File: config.mk
export PLATFORM = sky130hd
export DESIGN_NAME = uart_tx_arbiter
export DESIGN_NICKNAME = d
export VERILOG_FILES = /design/src/rtl/uart_tx_arbiter.sv
export SDC_FILE = /design/constraint.sdc
export NUM_CORES = 1
export LEC_CHECK = 0
export BUFFER_PORTS_ARGS = -buffer_cell sky130_fd_sc_hd__buf_2
export CAP_MARGIN = 20
export CORE_MARGIN = 3
export CORE_UTILIZATION = 48
export CTS_BUF_LIST = sky130_fd_sc_hd__clkbuf_4 sky130_fd_sc_hd__clkbuf_8
export DETAILED_ROUTE_END_ITERATION = 10
export PLACE_DENSITY_LB_ADDON = 0.15
export SLEW_MARGIN = 20
export SYNTH_ARGS = -nofsm -noshare
export SYNTH_HDL_FRONTEND = slang
export SYNTH_SLANG_ARGS = --single-unit
File: constraint.sdc
create_clock -name clk -period 3.63 [get_ports clk]
set_clock_uncertainty 0.05 [all_clocks]
set_input_delay 0 -clock clk [delete_from_list [all_inputs] [get_ports clk]]
set_output_delay 0 -clock clk [all_outputs]
set_load 0.005 [all_outputs]
File: src/rtl/uart_tx_arbiter.sv
// Round-robin arbiter sharing one UART transmitter between NUM_REQ byte sources.
// Optional macro UART_ARB_TAG_EN: send a source-tag byte before data when the source changes.
module uart_tx_arbiter #(
  parameter int          NUM_REQ      = 2,
  parameter int          PAYLOAD_BITS = 8,
  parameter int          GAP_CYCLES   = 0,
  parameter logic [7:0]  TAG_BASE     = 8'h30,
  localparam int         ID_W         = (NUM_REQ > 1) ? $clog2(NUM_REQ) : 1
) (
  input  logic                            clk,
  input  logic                            resetn,
  input  logic [NUM_REQ-1:0]              req_valid,
  input  logic [NUM_REQ*PAYLOAD_BITS-1:0] req_data,
  output logic [NUM_REQ-1:0]              req_ready,
  output logic                            tx_en,
  output logic [PAYLOAD_BITS-1:0]         tx_data,
  input  logic                            tx_busy,
  output logic [ID_W-1:0]                 grant_id,
  output logic                            active
);

  typedef enum logic [2:0] {
    IDLE, ISSUE, WAIT_BUSY, WAIT_DONE, GAP
`ifdef UART_ARB_TAG_EN
    , TAG_ISSUE
`endif
  } state_t;

  state_t            state, after_frame;
  logic [ID_W-1:0]   rr_ptr, winner, rr_next;
  logic              any_valid;
  logic [15:0]       gap_cnt;
  logic              wb_cnt;
  logic [PAYLOAD_BITS-1:0] win_data;

`ifdef UART_ARB_TAG_EN
  logic [PAYLOAD_BITS-1:0] hold_data, tag_byte;
  logic [ID_W-1:0]         last_src;
  logic                    last_src_valid, tag_phase;

  assign tag_byte    = PAYLOAD_BITS'(32'(TAG_BASE) + 32'(winner));
  assign after_frame = tag_phase ? ISSUE : IDLE;
`else
  assign after_frame = IDLE;
`endif

  // Descending scan so the lowest offset from rr_ptr wins.
  always_comb begin
    int idx;
    idx       = 0;
    winner    = '0;
    any_valid = 1'b0;
    for (int k = NUM_REQ - 1; k >= 0; k--) begin
      idx = int'(rr_ptr) + k;
      if (idx >= NUM_REQ) idx = idx - NUM_REQ;
      if (req_valid[idx]) begin
        winner    = ID_W'(idx);
        any_valid = 1'b1;
      end
    end
  end

  assign rr_next  = (int'(winner) == NUM_REQ - 1) ? '0 : winner + 1'b1;
  assign win_data = req_data[int'(winner)*PAYLOAD_BITS +: PAYLOAD_BITS];

  always_comb begin
    req_ready = '0;
    if (resetn && state == IDLE && any_valid) req_ready[winner] = 1'b1;
  end

  always_comb begin
    tx_en = 1'b0;
    if (state == ISSUE) tx_en = !tx_busy;
`ifdef UART_ARB_TAG_EN
    if (state == TAG_ISSUE) tx_en = !tx_busy;
`endif
  end

  assign active = (state != IDLE);

  always_ff @(posedge clk) begin
    if (!resetn) begin
      state    <= IDLE;
      tx_data  <= '0;
      grant_id <= '0;
      rr_ptr   <= '0;
      gap_cnt  <= '0;
      wb_cnt   <= 1'b0;
`ifdef UART_ARB_TAG_EN
      hold_data      <= '0;
      last_src       <= '0;
      last_src_valid <= 1'b0;
      tag_phase      <= 1'b0;
`endif
    end else begin
      case (state)
        IDLE: if (any_valid) begin
          grant_id <= winner;
          rr_ptr   <= rr_next;
`ifdef UART_ARB_TAG_EN
          if (!last_src_valid || last_src != winner) begin
            tx_data   <= tag_byte;
            hold_data <= win_data;
            tag_phase <= 1'b1;
            state     <= TAG_ISSUE;
          end else begin
            tx_data <= win_data;
            state   <= ISSUE;
          end
`else
          tx_data <= win_data;
          state   <= ISSUE;
`endif
        end
        ISSUE: if (!tx_busy) begin
          state  <= WAIT_BUSY;
          wb_cnt <= 1'b0;
`ifdef UART_ARB_TAG_EN
          last_src       <= grant_id;
          last_src_valid <= 1'b1;
          tag_phase      <= 1'b0;
`endif
        end
`ifdef UART_ARB_TAG_EN
        TAG_ISSUE: if (!tx_busy) begin
          state  <= WAIT_BUSY;
          wb_cnt <= 1'b0;
        end
`endif
        // Two-cycle timeout covers a busy pulse the transmitter never raised.
        WAIT_BUSY: begin
          if (tx_busy || wb_cnt) state <= WAIT_DONE;
          else                   wb_cnt <= 1'b1;
        end
        WAIT_DONE: if (!tx_busy) begin
          if (GAP_CYCLES > 0) begin
            state   <= GAP;
            gap_cnt <= '0;
          end else begin
            state <= after_frame;
`ifdef UART_ARB_TAG_EN
            if (tag_phase) tx_data <= hold_data;
`endif
          end
        end
        GAP: begin
          if (gap_cnt == 16'(GAP_CYCLES - 1)) begin
            gap_cnt <= '0;
            state   <= after_frame;
`ifdef UART_ARB_TAG_EN
            if (tag_phase) tx_data <= hold_data;
`endif
          end else begin
            gap_cnt <= gap_cnt + 16'd1;
          end
        end
        default: state <= IDLE;
      endcase
    end
  end

endmodule

==> flow_summary.toml, run 1 <==
[outcome]
status = "complete, no violations"

[synthesis]
synthFlopType = "dfxtp_1"
synth_cell_type_count = 19
syn_nets = 87
ys_seq_area_share_pct = 41.1
synth_warnings = 0
synth_seq_cells = 13
synthCells = 61
synth.avg_cell_area_um2 = 10.4
syn_area_um2 = 633
synth_edf_count = 0
synthArstFlopShare_pct = 0

[finish]
nNetsFinal = 140
antennaDiodeCount = 0
nFillCells = 69
syn_to_final_growth_pct = 58.1
layout_commonest_cell = "buf_2"
drive_above_1_share_pct = 35.4
final_cell_mix = "buf_2, dlygate4sd3_1, dfxtp_1"

[worst_setup_path]
reg2reg_slack_ns = 1.53
start_kind = "register"
worstPathMaxFanout = 10
crit_type = "register to register"
worst_setup_path_end_kind = "register"
cp.arrival_ns = 2.21
required_ns = 3.74

[timing]
timing.setup.tns_ns = 0
setup_ws_ns = 1.53
rsz0062_at_grt = "false"
period_minus_slack_ns = 2.10
max_slew_margin_pct = 69.0
setup_viol = 0
hold_viol = 0
final_max_slew_viol_count = 0
max_freq_ghz = 0.475
worstMarginPinSlew_ns = 0.458
finalCritPeriodShare_pct = 57.9

[pwr]
fin_total_pwr_mw = 0.605
p_per_area_nw_per_um2 = 604
vdd_drop_max_mv = 0.362
p_leak_nw = 0.523

[detailed_routing]
routedWlPerCell_um = 14.6
drc = 0
vias_per_cell = 5.41
dr.pass1.iters = 3
drtAntennaViolNets = 0
drt_iter0_drc = 14
vias = 687
routed_wl_mm = 1.86

[clock_tree]
clk_latency_ns = 0.28
cts_max_level = 1
cts_sinks = 13
cts_root_buf = "clkbuf_4"
cts_tree = "built"
cts.clk_slew.worst_paths_ns = 0.08
cts_setup_buffers = 0
cts_buffer_depth = 2
cts_buffers = 3

[grt]
grt_antenna_before_repair = 0
grt_max_degree = 18
grt_overflow = 0
grt_util_all_layers_pct = 24.4
grt_pass1_wl_mm = 3.23
grt_pass1_vias = 702

[place]
pre_cts_slack_ns = 2.13
hpwl_mm = 1.07
globalplace.congestion = 0.815
port_buffers = 33

[die]
die_w_um = 42.3
die-area_um2 = 1790
coreArea_um2 = 1170
ios = 34
die_y_um = 42.3
placementRows = 12
start_util_pct = 54.1

[run]
cap_violations = 0

[hold_path]
hp-class = "primary input to register"
==> worst max-delay path, stage by stage (launching register included) <==
cell and delay (ns):
dfxtp_1 0.39, inv_1 0.10, ha_1 0.25, nand3_1 0.14, a21oi_4 0.08, a221o_1 0.38
dlygate4sd3_1 0.59
==> synthesized netlist by cell type, drive strengths merged (2+ instances only) <==
master	number	area share, %
dfxtp	13	41
a221o	8	13
o21ai	2	2.2
a21oi	2	5.1
nand2	3	1.8
and3	8	7.9
nand3	2	1.6
ha	5	9.9
mux2i	2	3.2
inv	7	4.2
a31o	2	2.8
==> kinds of logic (layout without fill, tap and decap cells) <==
| kind of cell | count (synthesis) | in the layout | share of synthesized area [%] |
|---|---|---|---|
| buf+inv | 8 | 60 | 4.94 |
| flops | 13 | 13 | 41.1 |
| fa+ha+maj | 5 | 5 | 9.88 |
| compound gates | 17 | 17 | 26.3 |
| simple gates | 16 | 16 | 14.6 |
| mux | 2 | 2 | 3.16 |
==> timing repair <==
item / CTS / global route
hold buffers: 16 / 0
endpoints found under the hold margin: 8 / 0
gates resized for setup: 0 / 0
==> through the flow <==
step | area, um2 | util (%) | instances | hold WS (ns)
finish | 1000 | 85.5 | 127 | 0.0228
detailed placement | 811 | 69.2 | 107 | 0.180
floorplan | 633 | - | 61 | -0.0120
global placement | 811 | 69.2 | 107 | 0.174
global route | 1000 | 85.5 | 127 | 0.0390
CTS | 1000 | 85.5 | 127 | 0.0175
==> path summary, 6_finish.rpt <==
kind         startpoint    endpoint  depth (start not counted)
min reg2reg    grant_id    grant_id                          1
max            state[0]  tx_data[3]                          6
min             tx_busy      wb_cnt                          3
max reg2reg    state[0]  tx_data[3]                          6
==> flip-flops by register name, indices dropped and copies added, names as in the netlist <==
name and flops:
rr_ptr 1, tx_data 8, wb_cnt 1, state 2
grant_id 1
==> per-layer routing <==
metal	track usage (%)	share of wire, %	up-vias
met4	10.6	2.3	0
met1	29.0	42	324
met2	39.2	49	23
met5	0	0	-
li1	-	-	334
met3	8.58	6.4	6
==> report_power, final <==
part	leakage, nW	internal (mW)	switching (mW)
clock network	0.0184	0.0502	0.0479
logic	0.397	0.153	0.135
registers	0.107	0.188	0.0296
total	0.523	0.392	0.213
==> layout make-up <==
cell class	instances	area (um2)	share of cell area, %
Sequential cell	13	260	26.0
Clock buffer	4	30.0	3.00
Timing Repair Buffer	49	325	32.5
Tap cell	14	17.5	1.75
Inverter	7	26.3	2.63
Multi-Input combinational cell	40	342	34.1
(Power assumes the default switching activity.)
==> inputs of run 2 (changes only) <==
Settings changed: ABC_AREA set to 1, CORE_UTILIZATION 48 to 42.
Clock period 3.63 ns to 1.8 ns, I/O delays scaled along.
==> flow_summary.toml, run 2 <==
[outcome]
status = "complete, no violations"

[synthesis]
synthArstFlopShare_pct = 0
synth_cell_type_count = 18
synth_edf_count = 0
syn_nets = 119
synth_seq_cells = 13
ys_seq_area_share_pct = 36.4
synth.avg_cell_area_um2 = 7.68
yosys.area.top_type = "dfxtp_1"
synth_commonest_cells = "nand3_1, dfxtp_1, nand2_1"
synth_warnings = 0
yosysTopAreaCellShare_pct = 36.4
synthFlopType = "dfxtp_1"
synthTopCellsByArea = "dfxtp_1, nand3_1, ha_1, nand2_1, inv_1"
syn_area_um2 = 714
synthCells = 93
yosysMostFrequentCell = "nand3_1"

[grt]
grt_pass1_vias = 708
grt_antenna_before_repair = 0
grt_util_all_layers_pct = 18.1
grt_max_degree = 23
grt_pass1_wl_mm = 2.86
grt_overflow = 0

[timing]
final_max_slew_viol_count = 0
rsz0062_at_grt = "false"
max_freq_ghz = 0.624
period_minus_slack_ns = 1.60
worstMarginPinSlew_ns = 0.536
timing.setup.tns_ns = 0
max_slew_margin_pct = 64.3
setup_ws_ns = 0.198
finalCritPeriodShare_pct = 89.0
hold_viol = 0
setup_viol = 0

[die]
start_util_pct = 45.8
die_y_um = 47.2
die-area_um2 = 2230
die_w_um = 47.2
ios = 34
placementRows = 14
coreArea_um2 = 1560

[finish]
largest_register_ffs = 8
syn_to_final_growth_pct = 53.8
nNetsFinal = 174
regMostFlops = "tx_data"
largest_registers = "tx_data x8, state x2"
design_area_um2 = 1100
nFillCells = 126
final_cell_mix = "nand3_1, buf_2, dlygate4sd3_1"
drive_above_1_share_pct = 32.7
antennaDiodeCount = 0

[worst_setup_path]
worst_setup_path_end_kind = "output pin"
cp.arrival_ns = 1.55
crit_type = "register to output pin"
start_kind = "register"
worstPathMaxFanout = 11
required_ns = 1.75

[place]
post_dp_cell_area_um2 = 876
pre_cts_slack_ns = 0.411
hpwl_mm = 1.23
globalplace.congestion = 0.726
port_buffers = 33

[detailed_routing]
vias_per_cell = 4.99
drc = 0
vias = 814
drtAntennaViolNets = 0
drt_iter0_drc = 10
routedWlPerCell_um = 12.1
dr.pass1.iters = 4
routed_wl_mm = 1.97

[pwr]
p_leak_nw = 0.591
fin_total_pwr_mw = 1.29
vdd_drop_max_mv = 0.670
p_per_area_nw_per_um2 = 1170

[hold_path]
hp-class = "primary input to register"

[clock_tree]
clk_latency_ns = 0.27
cts_root_buf = "clkbuf_4"
cts_buffers = 3
cts.clk_slew.worst_paths_ns = 0.08
cts_sinks = 13
cts_tree = "built"
cts_buffer_depth = 2
postCtsResizedCells = 0
cts_max_level = 1

[run]
cap_violations = 0
[run 2: final timing paths]
kind,from,endpoint,slack (ns),depth (start not counted)
max,state[0],req_ready[0],0.20,7
min,resetn,state[1],0.09,3
max reg2reg,state[0],tx_data[7],0.30,7
min reg2reg,grant_id,grant_id,0.43,2
[run 2: critical path, stage by stage, from the launching register on]
cell and delay [ns]:
dfxtp_1 0.37, inv_1 0.10, ha_1 0.24, o21ai_2 0.22
nor2_4 0.10, nand2_1 0.10, inv_1 0.04, buf_2 0.11
[run 2: per-layer routing]
metal	vias to the layer above	track usage, %	wire [um]
li1	416	-	-
met1	359	22.2	839
met2	35	28.9	968
met3	4	4.98	115
met4	0	8.84	46
met5	-	0	0
[run 2: cells by family after synthesis]
group / synth area share, %
simple gates: 42.2
buf+inv: 8.58
flops: 36.4
compound gates: 4.03
fa+ha+maj: 8.76
[run 2: what timing repair did]
action | in CTS | in global routing
endpoints found under the hold margin | 9 | 0
endpoints found under the setup margin | 0 | 1
hold buffers | 17 | 0
setup buffers | 0 | 3
[run 2: report_power, final]
group	internal (mW)	leakage (nW)	switching (mW)
Combinational	0.281	0.465	0.367
Sequential	0.381	0.107	0.0521
Clock	0.101	0.0184	0.105
[run 2: stage by stage]
step	hold slack, ns	utilization (%)	std cells
after CTS	0.0818	69.0	160
after global routing	0.113	70.5	163
final	0.0942	70.5	163
after global placement	0.183	56.2	139
after floorplan	-0.0189	-	93
after detailed placement	0.188	56.2	139
[run 2: final cells by class]
| class | count | area [um2] | share of cell area [%] |
|---|---|---|---|
| Timing Repair Buffer | 53 | 358 | 32.6 |
| Tap cell | 16 | 20.0 | 1.82 |
| Multi-Input combinational cell | 67 | 393 | 35.8 |
| Clock buffer | 4 | 30.0 | 2.73 |
| Inverter | 10 | 37.5 | 3.42 |
| Sequential cell | 13 | 260 | 23.7 |
==> inputs of run 3 (changes only) <==
Settings changed: ABC_AREA 1 to not set, CORE_UTILIZATION 42 to 40.
==> flow_summary.toml, run 3 (same netlist as run 1, synthesis figures left out) <==
[outcome]
status = "complete, no violations"

[finish]
drive_above_1_share_pct = 35.4
largest_registers = "tx_data x8, state x2"
post-route-util_pct = 71.6
layout_commonest_cell = "buf_2"
regMostFlops = "tx_data"
syn_to_final_growth_pct = 58.3
largest_register_ffs = 8
nNetsFinal = 140
nFillCells = 107
final_cell_mix = "buf_2, dlygate4sd3_1, dfxtp_1"
antennaDiodeCount = 0

[worst_setup_path]
cp.arrival_ns = 1.57
slowest_stage = "dfxtp_1"
crit_buf_inv = 2
max_stage_delay_ns = 0.34
rr_startpoint = "state[0]"
worstPathMaxFanout = 10
crit_family = "flip-flops"
required_ns = 1.75
reg2reg_to = "tx_data[2]"
crit_type = "register to output pin"
reg2regPathDepth = 5
cp_cell_sequence = "inv_1, ha_1, nand3_1, a21oi_4, buf_2"
start_kind = "register"
cp.depth = 5
worst_setup_path_end_kind = "output pin"
reg2reg_slack_ns = 0.29

[clock_tree]
cts_root_buf = "clkbuf_4"
cts_tree = "built"
cts_max_level = 1
clk_latency_ns = 0.27
cts_sinks = 13
cts_setup_buffers = 0
postCtsResizedCells = 0
cts.clk_slew.worst_paths_ns = 0.08
cts_buffer_depth = 2
cts_hold_buffers = 16
cts_buffers = 3

[hold_path]
hold_end = "wb_cnt"
hp-class = "primary input to register"
hold_depth = 3
hp-start = "tx_busy"

[place]
globalplace.congestion = 0.671
hpwl_mm = 1.09
port_buffers = 33

[timing]
hold_viol = 0
worstMarginPinSlew_ns = 0.467
max_freq_ghz = 0.615
period_minus_slack_ns = 1.62
timing.setup.tns_ns = 0
final_max_slew_viol_count = 0
max_slew_margin_pct = 68.4
rsz0062_at_grt = "false"
finalCritPeriodShare_pct = 90.3
setup_viol = 0

[detailed_routing]
vias = 679
drtAntennaViolNets = 0
drc = 0
vias_per_cell = 5.30
routedWlPerCell_um = 13.3
routed_wl_mm = 1.70
drt_iter0_drc = 13
dr.pass1.iters = 4

[grt]
grt_antenna_before_repair = 0
grt_max_degree = 18
grt_overflow = 0
grt_pass1_vias = 653
grt_pass1_wl_mm = 2.81
grt_util_all_layers_pct = 18.9

[die]
start_util_pct = 45.3
coreArea_um2 = 1400
ios = 34
die_y_um = 45.8
placementRows = 13
die-area_um2 = 2100
die_w_um = 45.8

[run]
cap_violations = 0

[pwr]
p_per_area_nw_per_um2 = 1140
vdd_drop_max_mv = 0.780
p_leak_nw = 0.507
-- run 3: cell count changes in the layout (fill, tap and decap cells not counted), sizes merged, moves of 2 or more --
cell   previous run  this run
nand3            35         2
a31o              0         2
and3              0         8
nor2              9         0
mux2i             0         2
nand2            12         3
inv              10         7
buf              36        33
a221o             0         8
-- run 3: through the flow --
stage	cells	total power [mW]	setup WS, ns	cell area [um2]	hold slack, ns
after global placement	108	0.917	0.366	812	0.173
final	128	1.14	0.175	1000	0.0319
after floorplan	61	0.747	0.427	633	-0.0120
after global routing	128	1.24	0.0438	1000	0.0687
after detailed placement	108	0.928	0.313	812	0.179
after CTS	128	1.15	0.170	1000	0.0269
-- run 3: layout make-up --
| class | instances | area [um2] | area share (%) |
|---|---|---|---|
| clock buffers | 4 | 30.0 | 3.00 |
| inverters | 7 | 26.3 | 2.62 |
| multi-input cells | 40 | 342 | 34.1 |
| flip-flops and latches | 13 | 260 | 26.0 |
| well taps | 15 | 18.8 | 1.87 |
| repair buffers | 49 | 325 | 32.5 |
-- run 3: worst register-to-register path: stages (launching register included) --
cell,delay (ns)
dfxtp_1,0.34
inv_1,0.11
ha_1,0.24
o21ai_2,0.16
and3_1,0.23
a221o_1,0.26
-- run 3: worst max-delay path by stage --
stage	from	end	slack, ns
6_report	state[0]	req_ready[1]	0.18
5_1_grt	state[1]	req_ready[1]	0.04
4_1_cts	state[0]	req_ready[0]	0.17
3_5_place_dp	state[0]	state[1]	0.31
3_3_place_gp	state[0]	tx_data[5]	0.37
2_1_floorplan	state[0]	tx_data[0]	0.43
-- run 3: metal layers --
layer	global-route usage [%]	vias to the layer above	routed length [um]
met1	20.5	317	695
li1	-	332	-
met4	6.25	0	27
met2	33.7	26	849
met5	0	-	0
met3	6.72	4	132
-- run 3: power by group --
part	internal, mW	total, mW	leakage (nW)	switching [mW]
clock network	0.101	0.191	0.0184	0.0904
logic	0.256	0.514	0.381	0.258
registers	0.380	0.438	0.107	0.0578
total	0.737	1.14	0.507	0.406
